<file path="src/rtl/jtframe_gain_pkg.sv">
// rtl/jtframe_gain_pkg.sv - shared constants and FSM states for the mixer gain ramp
package jtframe_gain_pkg;

  localparam int GAIN_W = 8;
  localparam int NCH    = 4;

  // 1.0 in 4.4 unsigned fixed point
  localparam logic [GAIN_W-1:0] GAIN_UNITY = 8'h10;

  typedef enum logic [2:0] {
    ST_IDLE,
    ST_U0,
    ST_U1,
    ST_U2,
    ST_U3
  } state_t;

endpackage

</file>
<file path="src/rtl/jtframe_gain_prescaler.sv">
// rtl/jtframe_gain_prescaler.sv - cen-driven ramp tick divider with a single pending flag
module jtframe_gain_prescaler #(
  parameter int RATEW = 12
) (
  input  logic             clk,
  input  logic             rst_n,
  input  logic             i_cen,
  input  logic [RATEW-1:0] i_rate,
  input  logic             i_clr,
  output logic             o_pending
);

  logic [RATEW-1:0] r_cnt;
  logic             r_pending;
  logic             w_tick;

  // >= so that lowering rate below the running count still ticks promptly
  assign w_tick = i_cen && (r_cnt >= i_rate);

  always_ff @(posedge clk) begin
    if (!rst_n) begin
      r_cnt     <= '0;
      r_pending <= 1'b0;
    end else begin
      if (i_cen) begin
        if (w_tick) r_cnt <= '0;
        else        r_cnt <= r_cnt + 1'b1;
      end
      // a tick landing on the consume cycle is kept rather than lost
      r_pending <= w_tick | (r_pending & ~i_clr);
    end
  end

  assign o_pending = r_pending;

endmodule

</file>
<file path="src/rtl/jtframe_gain_ramp.sv">
// rtl/jtframe_gain_ramp.sv - per-channel target gains ramped toward the mixer at a programmable rate
module jtframe_gain_ramp
  import jtframe_gain_pkg::*;
#(
  parameter int               RATEW    = 12,
  parameter int               STEP     = 1,
  parameter logic [GAIN_W-1:0] RST_GAIN = GAIN_UNITY
) (
  input  logic             clk,
  input  logic             rst_n,
  input  logic             cen,
  input  logic             wr,
  input  logic [1:0]       wr_ch,
  input  logic [7:0]       wr_gain,
  output logic             wr_ack,
  input  logic [RATEW-1:0] rate,
  input  logic             mute,
  output logic [7:0]       gain0,
  output logic [7:0]       gain1,
  output logic [7:0]       gain2,
  output logic [7:0]       gain3,
  output logic             settled
);

  localparam logic [GAIN_W-1:0] STEP_V = GAIN_W'(STEP);

  logic [GAIN_W-1:0] r_target [NCH];
  logic [GAIN_W-1:0] r_gain   [NCH];
  logic              r_ack;
  logic              r_settled;
  state_t            r_state;

  state_t            w_nxt_state;
  logic              w_pending;
  logic              w_clr;
  logic              w_upd;
  logic [1:0]        w_ch;
  logic [GAIN_W-1:0] w_cur;
  logic [GAIN_W-1:0] w_eff;
  logic [GAIN_W-1:0] w_up_diff;
  logic [GAIN_W-1:0] w_dn_diff;
  logic [GAIN_W-1:0] w_new;
  logic              w_match;

  jtframe_gain_prescaler #(
    .RATEW (RATEW)
  ) u_prescaler (
    .clk       (clk),
    .rst_n     (rst_n),
    .i_cen     (cen),
    .i_rate    (rate),
    .i_clr     (w_clr),
    .o_pending (w_pending)
  );

  always_comb begin
    w_nxt_state = r_state;
    w_clr       = 1'b0;
    w_upd       = 1'b0;
    w_ch        = 2'd0;
    case (r_state)
      ST_IDLE: begin
        if (w_pending) begin
          w_clr       = 1'b1;
          w_nxt_state = ST_U0;
        end
      end
      ST_U0: begin
        w_upd       = 1'b1;
        w_ch        = 2'd0;
        w_nxt_state = ST_U1;
      end
      ST_U1: begin
        w_upd       = 1'b1;
        w_ch        = 2'd1;
        w_nxt_state = ST_U2;
      end
      ST_U2: begin
        w_upd       = 1'b1;
        w_ch        = 2'd2;
        w_nxt_state = ST_U3;
      end
      ST_U3: begin
        w_upd       = 1'b1;
        w_ch        = 2'd3;
        w_nxt_state = ST_IDLE;
      end
      default: w_nxt_state = ST_IDLE;
    endcase
  end

  // Saturating step toward the effective target; the register value is the pre-write target
  always_comb begin
    w_cur     = r_gain[w_ch];
    w_eff     = mute ? '0 : r_target[w_ch];
    w_up_diff = w_eff - w_cur;
    w_dn_diff = w_cur - w_eff;
    w_new     = w_cur;
    if (rate == '0)
      w_new = w_eff;
    else if (w_cur < w_eff)
      w_new = w_cur + ((w_up_diff < STEP_V) ? w_up_diff : STEP_V);
    else if (w_cur > w_eff)
      w_new = w_cur - ((w_dn_diff < STEP_V) ? w_dn_diff : STEP_V);
  end

  always_comb begin
    w_match = 1'b1;
    for (int n = 0; n < NCH; n++) begin
      if (r_gain[n] != (mute ? '0 : r_target[n])) w_match = 1'b0;
    end
  end

  always_ff @(posedge clk) begin
    if (!rst_n) r_state <= ST_IDLE;
    else        r_state <= w_nxt_state;
  end

  always_ff @(posedge clk) begin
    if (!rst_n) begin
      for (int n = 0; n < NCH; n++) begin
        r_target[n] <= RST_GAIN;
        r_gain[n]   <= RST_GAIN;
      end
      r_ack     <= 1'b0;
      r_settled <= 1'b1;
    end else begin
      r_ack     <= wr;
      r_settled <= w_match;
      if (wr)    r_target[wr_ch] <= wr_gain;
      if (w_upd) r_gain[w_ch]    <= w_new;
    end
  end

  assign wr_ack  = r_ack;
  assign settled = r_settled;
  assign gain0   = r_gain[0];
  assign gain1   = r_gain[1];
  assign gain2   = r_gain[2];
  assign gain3   = r_gain[3];

endmodule

</file>
<file path="config.mk">
export PLATFORM = sky130hd
export DESIGN_NAME = jtframe_gain_ramp
export DESIGN_NICKNAME = d
export VERILOG_FILES = /design/src/rtl/jtframe_gain_pkg.sv /design/src/rtl/jtframe_gain_prescaler.sv /design/src/rtl/jtframe_gain_ramp.sv
export SDC_FILE = /design/constraint.sdc
export NUM_CORES = 1
export LEC_CHECK = 0
export CAP_MARGIN = 20
export CORE_MARGIN = 3
export CORE_UTILIZATION = 53
export DETAILED_ROUTE_END_ITERATION = 7
export PLACE_DENSITY = 0.78
export SLEW_MARGIN = 15
export SYNTH_ARGS = -nofsm -noshare
export SYNTH_HDL_FRONTEND = slang
export SYNTH_SLANG_ARGS = --single-unit
</file>
<file path="constraint.sdc">
create_clock -name clk -period 5.5 [get_ports clk]
set_clock_uncertainty 0.15 [all_clocks]
set_input_delay 1.65 -clock clk [delete_from_list [all_inputs] [get_ports clk]]
set_output_delay 1.65 -clock clk [all_outputs]
set_load 0.02 [all_outputs]
</file>
# ---- Yosys cells after proc, flatten, opt, wreduce, memory -nomap -nowiden
# Memory sizes are Yosys's and may differ from the RTL's.
# Cells that the tools add are included.
dict set report op_classes {
  n_addsub 5
  bitwise 3
  order_cmp 5
  eq_ne 9
  n_shift 0
  n_mul 0
  div 0
  muxes 34
  reduce_logical 6
}
# cell n
set op_table {}
lappend op_table {{$mux W8} 12}
lappend op_table {{$ne A8 B8 Y1} 4}
lappend op_table {{$sub A8 B8 Y8} 3}
lappend op_table {{$lt A8 B1 Y1 const B} 2}
lappend op_table {{$mux W1} 16}
lappend op_table {{$reduce_or A8 Y1} 2}
lappend op_table {{$add A12 B1 Y12 const B} 1}
lappend op_table {{$ge A12 B12 Y1} 1}
lappend op_table {{$logic_not A12 Y1} 1}
lappend op_table {{$mux W12} 1}
lappend op_table {{$pmux W3 S4} 1}
lappend op_table {{$add A8 B8 Y8} 1}
lappend op_table {{$gt A8 B8 Y1} 1}
lappend op_table {{$lt A8 B8 Y1} 1}
lappend op_table {{$eq A3 B2 Y1 const B} 2}
lappend op_table {{$pmux W2 S3} 1}
lappend op_table {{$mux W2} 2}
lappend op_table {{$reduce_or A4 Y1} 1}
lappend op_table {{$eq A3 B1 Y1 const B} 1}
lappend op_table {{$eq A3 B3 Y1 const B} 1}
lappend op_table {{$logic_not A3 Y1} 1}
lappend op_table {{$mux W3} 1}
lappend op_table {{$ne A2 B1 Y1 const B} 1}
lappend op_table {{$and A1 B1 Y1} 1}
lappend op_table {{other kinds (3)} 3}
dict set report totals {
  in_bits 27
  latchBits 0
  reg_bits 18
  ram_bits 64
  romBits 0
  memories 2
}
# name words word_bits rd rd_ports_with_merged_regs write_ports line_no
set mem_list {}
lappend mem_list {r_gain 4 8 5 0 4 jtframe_gain_ramp.sv:28} ;# logic [GAIN_W-1:0] r_gain [NCH];
lappend mem_list {r_target 4 8 5 0 4 jtframe_gain_ramp.sv:27} ;# logic [GAIN_W-1:0] r_target [NCH];

# ---- Logic depth before layout (Yosys ltp)
# Gate-level depths: netlist (run 1).
# An unclocked memory read counts as a cell.
dict set report depth {
  ltp_word 12
  mapped_depth 25
  ltp_nobuf 23
}

# ---- Cells and area by module
# Synthesis (run 1) repeated with hierarchy kept, for this count alone.
dict set report unflattened {
  hier_cells 727
  area_unflattened_um2 6500.0
}
# mod cells_per_inst n_inst area_each_um2
set by_module_without_submodules {}
lappend by_module_without_submodules {jtframe_gain_ramp 615 1 5542.8}
lappend by_module_without_submodules {jtframe_gain_prescaler 112 1 957.2}

# ---- Worst setup path after synthesis (run 1)
# OpenSTA, ideal clock, no wires.
dict set report synth_timing {
  kind {input to register}
  startpoint {input port mute}
  endpoint {memory r_gain[0][6] (data pin)}
  n_path_buf 3
  setup_ns 0.266
  cell_stages 20
  arrival_time_ns 5.444
  slack_ns -0.360
  cell_sequence {buf_2 buf_1 buf_1 nor2_1 fa_1 nand2b_1 a21oi_1 xnor2_1 o21ai_0 a211oi_1 nand3_1 ha_1 fa_1 nor2b_1 o31a_1 o21ai_0 a21oi_1 o31ai_1 a221oi_2 nor2_1}
}
# element line_no
set synth_lines {}
lappend synth_lines {{from (decl)} jtframe_gain_ramp.sv:17} ;# input logic mute,
lappend synth_lines {{to (decl)} jtframe_gain_ramp.sv:28}

==> impl_results.md, run 1 <==
- Clk buf depth: 2
- Top fanout value on the critical path: 6
- Slew Limit Fails: 0
- Psw: 0.4918 mW
- CTS root buf: clkbuf_16
- Post-synthesis register bit count: 82
- Cell Area, Synth: 6130 um2
- MaxCap Viol Count: 0
- Worst Max-Slew Pin Slew: 0.6998 ns
- Fin Hold WS: 0.3874 ns
- Max stage delay on crit path: 0.43 ns
- Hold crit path type: reg -> reg
- Slowest CP cell: a2111oi_1
- Grt total ovfl: 0
- CTS Buf Count: 9
- Cell Int Power: 1.222 mW
- CP startpoint kind: input port
- Critical Path, Cell by Cell: clkbuf_2 -> buf_4 -> a21oi_1 -> o221ai_1 -> ha_1 -> inv_1 -> o21ai_0 -> a2111oi_1 -> nand3_1 -> ha_1 -> a21oi_1 -> nor2_1 -> o31a_1 -> o221ai_1 -> o31a_1 -> mux2i_2 -> nor3_1
- Setup TNS: 0 ns
- First-pass GRT wire length: 29,180 um
- Worst-Skew Late Latency: 0.35 ns
- Final Hold Violating Endpoints: 0
- Tcrit/Tclk final: 0.9704
- Placed Cells: 901
- Die ar.: 12,890 um2
- CTS tree: done
- Cell area power density: 224.8 nW/um2
- Final core utilization: 0.6882
- Drt initial violations: 730
- Vias/cell: 6.321
- Via Count: 5,834
- Clock share of power: 0.359
- Critical Path RT: 5.42 ns
- Peak supply drop: 0.1863 mV
- FP Rows: 38
- Non-filler instance count after layout: 923
- Final Setup Violations: 0
- Most common cell after layout, fill and taps aside: nor2_1
- Yosys warns: 0
- Total GRT Usage: 0.2895
- RSZ-0062 raised after global routing: no
- Global placement routability congestion: 0.9274
- Pleak: 3.116 nW
- Async set-or-reset flop fraction in the synthesized netlist: 0
- Fillers: 887
- Seq/Total Area, Yosys: 0.3723
- Number of global-route vias before repair: 5,607
- Dpl ws: -0.5729 ns
- # clock sinks: 82
- Final min period: 5.337 ns
- Flop pwr share: 0.428
- Detailed Routing Iterations Pass 1: 6
- WS Path Type: in -> reg
- Crit. End Element: register
- Switching Share: 0.2870
- Core footprint: 11,080 um2
- Post-synth EDFFs: 64
- Post-Syn Area per Cell: 9.316 um2
- Hpwl dp: 14,350 um
- # hold bufs at CTS: 0
- Area Growth Syn to Fin: 24.37%
- Largest net degree at the start of global routing: 21
- Area of the multi-input gates: 3632 um2
- Total Wirelength: 18,490 um
- Final non-filler cell area: 7624 um2
- Antenna Nets Post-Route: 0
- Worst setup margin: 0.1629 ns
- Total power: 1.714 mW
- H-tree levels: 3
- Initial antenna violation count: 0
- DR WL/cell: 20.04 um
- Register area: 2282 um2
- Most common flop cell mapped by yosys: edfxtp_1
- Synthesized instance count: 658
- Status: finished, final reports clean
- Post-route DRC violation count: 0
- Layout cells sized above 1: 0.1443
- Placed inst area: 7228 um2
- Most frequent cells in the layout: nor2_1, edfxtp_1, clkdlybuf4s50_1
- Critical path arrival: 5.26 ns
- Comb pwr share: 0.213
- Fin nets: 852
- F_max: 187.4 MHz
- Io pins: 61
- Max-slew headroom: 0.5334
- Buffers on Ports: 60
- Initial core utilization: 0.5533
- Die height: 113.5 um
- Die W: 113.5 um
- Yosys cell types: 71
- Diode count: 0
- Clock transition at path regs: 0.06 ns
cell usage after synthesis, types with 5 or more instances:
library cell,instances,area share
nor2_1,79,0.048
edfxtp_1,64,0.31
inv_1,47,0.029
ha_1,43,0.088
nand2_1,40,0.024
nor3_1,24,0.020
and2_1,22,0.022
o21ai_0,20,0.016
xnor2_1,20,0.029
a21oi_1,19,0.016
a221oi_1,18,0.026
dfxtp_1,18,0.059
nand2b_1,18,0.018
and3_1,14,0.014
a31oi_1,13,0.013
nand3_1,13,0.011
o32ai_1,11,0.016
xor2_1,11,0.016
a21o_1,9,0.011
buf_2,9,0.0073
nor2b_1,9,0.0092
a211oi_1,8,0.0098
a22oi_1,8,0.0098
o21a_1,8,0.0098
nand4_1,7,0.0071
o22ai_1,7,0.0071
a221oi_2,5,0.012
clkbuf_1,5,0.0031
o21ai_1,5,0.0041
per-layer routing:
metal | vias to the layer above | track usage | share of wire
li1 | 2667 | - | -
met2 | 328 | 0.4598 | 0.46
met5 | - | 0 | 0
met4 | 0 | 0.08734 | 0.022
met3 | 43 | 0.07056 | 0.11
met1 | 2796 | 0.3940 | 0.40
worst max-delay path, delay by kind of cell:
family / cells / cell delay [ns]
adder cells (fa/ha/maj): 2 / 0.64
multiplexers: 1 / 0.33
buffers and inverters: 3 / 0.40
AO/OA/AOI/OAI: 8 / 1.85
AND/OR/NAND/NOR: 3 / 0.36
kinds of logic (layout without fill, tap and decap cells):
kind of cell	count (synthesis)	after routing	share of synthesized area
simple gates	251	251	0.2094
compound gates	168	168	0.2066
flops	82	82	0.3723
buf+inv	70	183	0.05123
fa+ha+maj	47	47	0.1008
xor+xnor	32	32	0.04695
mux	6	6	0.01143
other cells	2	14	0.001225
path summary, 6_finish.rpt:
path	startpoint	depth (start not counted)	slack, ns	endpoint
worst max-delay path	mute	17	0.16	r_gain[2][7]
worst min-delay path	u_prescaler.o_pending	2	0.39	r_state[0]
worst max register to register	r_state[2]	21	0.32	r_gain[0][6]
worst min register to register	u_prescaler.o_pending	2	0.39	r_state[0]
cell type report:
class                      count  share of cell area
timing repair buffer         119              0.1379
tap                          140             0.02298
inverter                      48             0.02363
sequential                    82              0.2994
multi-input combinational    518              0.4764
clock buffer                  10             0.03003
clock inverter                 6            0.009683
timing repair:
item	4_1_cts	5_1_grt
gates resized for setup	5	7
buffers inserted	1	5
setup endpoints to repair	20	16
pin swaps	2	4
sequential cells by signal, summed over array words and instances (netlist names):
signal	count
r_target	32
r_state	3
r_gain	32
u_prescaler.r_cnt	12
u_prescaler.o_pending	1
wr_ack	1
settled	1
power by group through the flow:
stage	clock [mW]	combinational, mW	sequential, mW
2_1_floorplan	0	0.211	0.743
3_3_place_gp	0	0.339	0.744
3_5_place_dp	0	0.350	0.745
4_1_cts	0.619	0.355	0.732
5_1_grt	0.648	0.395	0.737
6_report	0.615	0.364	0.734
Power figures use the tool's default switching activity.
==> run 2: changes to the inputs <==
Settings changed: CAP_MARGIN 20 to default.
==> results of run 2 <==
Final layout, timing and power as in run 1 (identical DEF).
==> run 3: changes to the inputs <==
Settings changed: CELL_PAD_IN_SITES_DETAIL_PLACEMENT from default to 1, CELL_PAD_IN_SITES_GLOBAL_PLACEMENT from default to 1, CORE_UTILIZATION 53 to 41, PLACE_DENSITY 0.78 to default, PLACE_DENSITY_LB_ADDON from default to 0.1, SETUP_SLACK_MARGIN from default to 0.5.
==> impl_results.md, run 3 (synthesized netlist as in run 1, its figures left out) <==
- CTS tree: done
- FP Rows: 44 (+16%)
- Flop pwr share: 0.413 (-0.015)
- Number of global-route vias before repair: 6,113 (+9.0%)
- Critical Path, Cell by Cell: buf_8 -> a21oi_4 -> inv_1 -> ha_2 -> fa_2 -> nor2b_2 -> o22ai_1 -> a2111oi_2 -> nand3_1 -> ha_2 -> inv_2 -> fa_2 -> nand2b_4 -> a21oi_4 -> o21a_1 -> nor3_2 -> nor4bb_4 -> a221oi_2 -> buf_4 -> nor2_1
- Drt initial violations: 394 (-46%)
- Worst setup margin: 0.5664 ns (+0.4035 ns)
- DR WL/cell: 22.22 um (+11%)
- MaxCap Viol Count: 0 (unchanged)
- Die ar.: 16,450 um2 (+28%)
- Diode count: 0 (unchanged)
- Tcrit/Tclk final: 0.8970 (-0.07336)
- Area Growth Syn to Fin: 32.90%
- Layout cells sized above 1: 0.2290 (+0.08472)
- Slowest CP cell: fa_2
- Total GRT Usage: 0.2682 (-0.02128)
- Non-filler instance count after layout: 983 (+6.5%)
- Top fanout value on the critical path: 4 (-2)
- Peak supply drop: 0.1269 mV (-32%)
- Clk buf depth: 2 (unchanged)
- Setup TNS: 0 ns (unchanged)
- Detailed Routing Iterations Pass 1: 4 (-2)
- Vias/cell: 5.940 (-6.0%)
- Max-slew headroom: 0.4424 (-0.09107)
- Status: finished, final reports clean
- Initial core utilization: 0.4202 (-0.1332)
- Worst Max-Slew Pin Slew: 0.8338 ns (+0.1340 ns)
- Max stage delay on crit path: 0.41 ns (-0.02 ns)
- Comb pwr share: 0.241 (+0.028)
- Io pins: 61 (unchanged)
- Buffers on Ports: 60 (unchanged)
- CTS root buf: clkbuf_16
- Critical Path RT: 5.43 ns (about the same)
- WS Path Type: in -> reg
- Die W: 128.3 um (+13%)
- Antenna Nets Post-Route: 0 (unchanged)
- Slew Limit Fails: 0 (unchanged)
- Fin Hold WS: 0.3772 ns (-0.01015 ns)
- Hold crit path type: reg -> reg
- Cell Int Power: 1.254 mW (+2.6%)
- Final Setup Violations: 0 (unchanged)
- Total Wirelength: 21,840 um (+18%)
- Cell area power density: 219.0 nW/um2 (-2.6%)
- Core footprint: 14,590 um2 (+32%)
- Worst-Skew Late Latency: 0.35 ns (about the same)
- Crit. End Element: register
- Placed Cells: 946 (+5.0%)
- Pleak: 3.242 nW (+4.1%)
- Regs by FF count: r_gain (32), r_target (32), u_prescaler.r_cnt (12)
- CP startpoint kind: input port
- Largest net degree at the start of global routing: 26 (+24%)
- H-tree levels: 3 (unchanged)
- F_max: 202.7 MHz (+8.2%)
- Dpl ws: -0.4370 ns (+0.1359 ns)
- Global placement routability congestion: 0.8955 (-3.4%)
- Via Count: 5,839 (+0.086%)
- Critical path arrival: 4.86 ns (-0.40 ns)
- Post-route DRC violation count: 0 (unchanged)
- First-pass GRT wire length: 33,820 um (+16%)
- Grt total ovfl: 0 (unchanged)
- CTS Buf Count: 9 (unchanged)
- Clock transition at path regs: 0.06 ns (about the same)
- RSZ-0062 raised after global routing: yes
- Final Hold Violating Endpoints: 0 (unchanged)
- Fin nets: 868 (+1.9%)
- Psw: 0.5304 mW (+7.8%)
- Switching Share: 0.2973 (+0.01030)
- Most frequent cells in the layout: nor2_1, buf_4, edfxtp_1
- Total power: 1.784 mW (+4.1%)
- Initial antenna violation count: 0 (unchanged)
- Clock share of power: 0.346 (-0.013)
- Final min period: 4.934 ns (-0.4035 ns)
- Hpwl dp: 16,740 um (+17%)
- Die height: 128.3 um (+13%)
- # clock sinks: 82 (unchanged)
## run 3: what timing repair did
action	4_1_cts	5_1_grt
hold buffers	0	0
pin swaps	18	28
gates resized for setup	35	30
setup endpoints to repair	28	24
buffers inserted	11	10
## run 3: routing by layer
layer | global-route usage | wire length, um | part of all wire | vias up
met2 | 0.4419 | 10520 | 0.48 | 230
li1 | - | - | - | 2685
met1 | 0.3559 | 9289 | 0.43 | 2880
met3 | 0.04958 | 1534 | 0.070 | 44
met4 | 0.08677 | 500 | 0.023 | 0
met5 | 0 | 0 | 0 | -
## run 3: power groups by stage
| stage | clock network, mW | logic, mW | registers, mW |
|---|---|---|---|
| final | 0.618 | 0.429 | 0.737 |
| after global routing | 0.651 | 0.465 | 0.741 |
| after CTS | 0.624 | 0.409 | 0.736 |
| after detailed placement | 0 | 0.381 | 0.749 |
| after global placement | 0 | 0.368 | 0.747 |
| after floorplan | 0 | 0.225 | 0.743 |
## run 3: stage by stage
| stage | instance area (um2) | util |
|---|---|---|
| 6_report | 8147 | 0.5584 |
| 4_1_cts | 7926 | 0.5433 |
| 5_1_grt | 8147 | 0.5584 |
| 2_1_floorplan | 6337 | - |
| 3_5_place_dp | 7405 | 0.5075 |
| 3_3_place_gp | 7405 | 0.5075 |
## run 3: worst paths after layout
path              startpoint            to  slack (ns)  cells past startpoint
hold reg to reg   r_state[2]    r_state[0]        0.38                      1
setup / recovery        mute  r_gain[3][6]        0.57                     20
hold / removal    r_state[2]    r_state[0]        0.38                      1
setup reg to reg  r_state[1]  r_gain[3][6]        0.66                     24
## run 3: critical path, delay by kind of cell
kind                     cells  cell delay [ns]
AO/OA/AOI/OAI                6             1.03
adder cells (fa/ha/maj)      4             1.02
AND/OR/NAND/NOR              6             0.75
buffers and inverters        4             0.39
## run 3: final cells by class
cell class | count | area (um2)
Inverter | 48 | 180.2
Timing Repair Buffer | 135 | 1176
Multi-Input combinational cell | 518 | 3973
Clock buffer | 9 | 225.2
Sequential cell | 82 | 2286
Fill cell | 1647 | 6442
Tap cell | 184 | 230.2
Clock inverter | 7 | 76.32
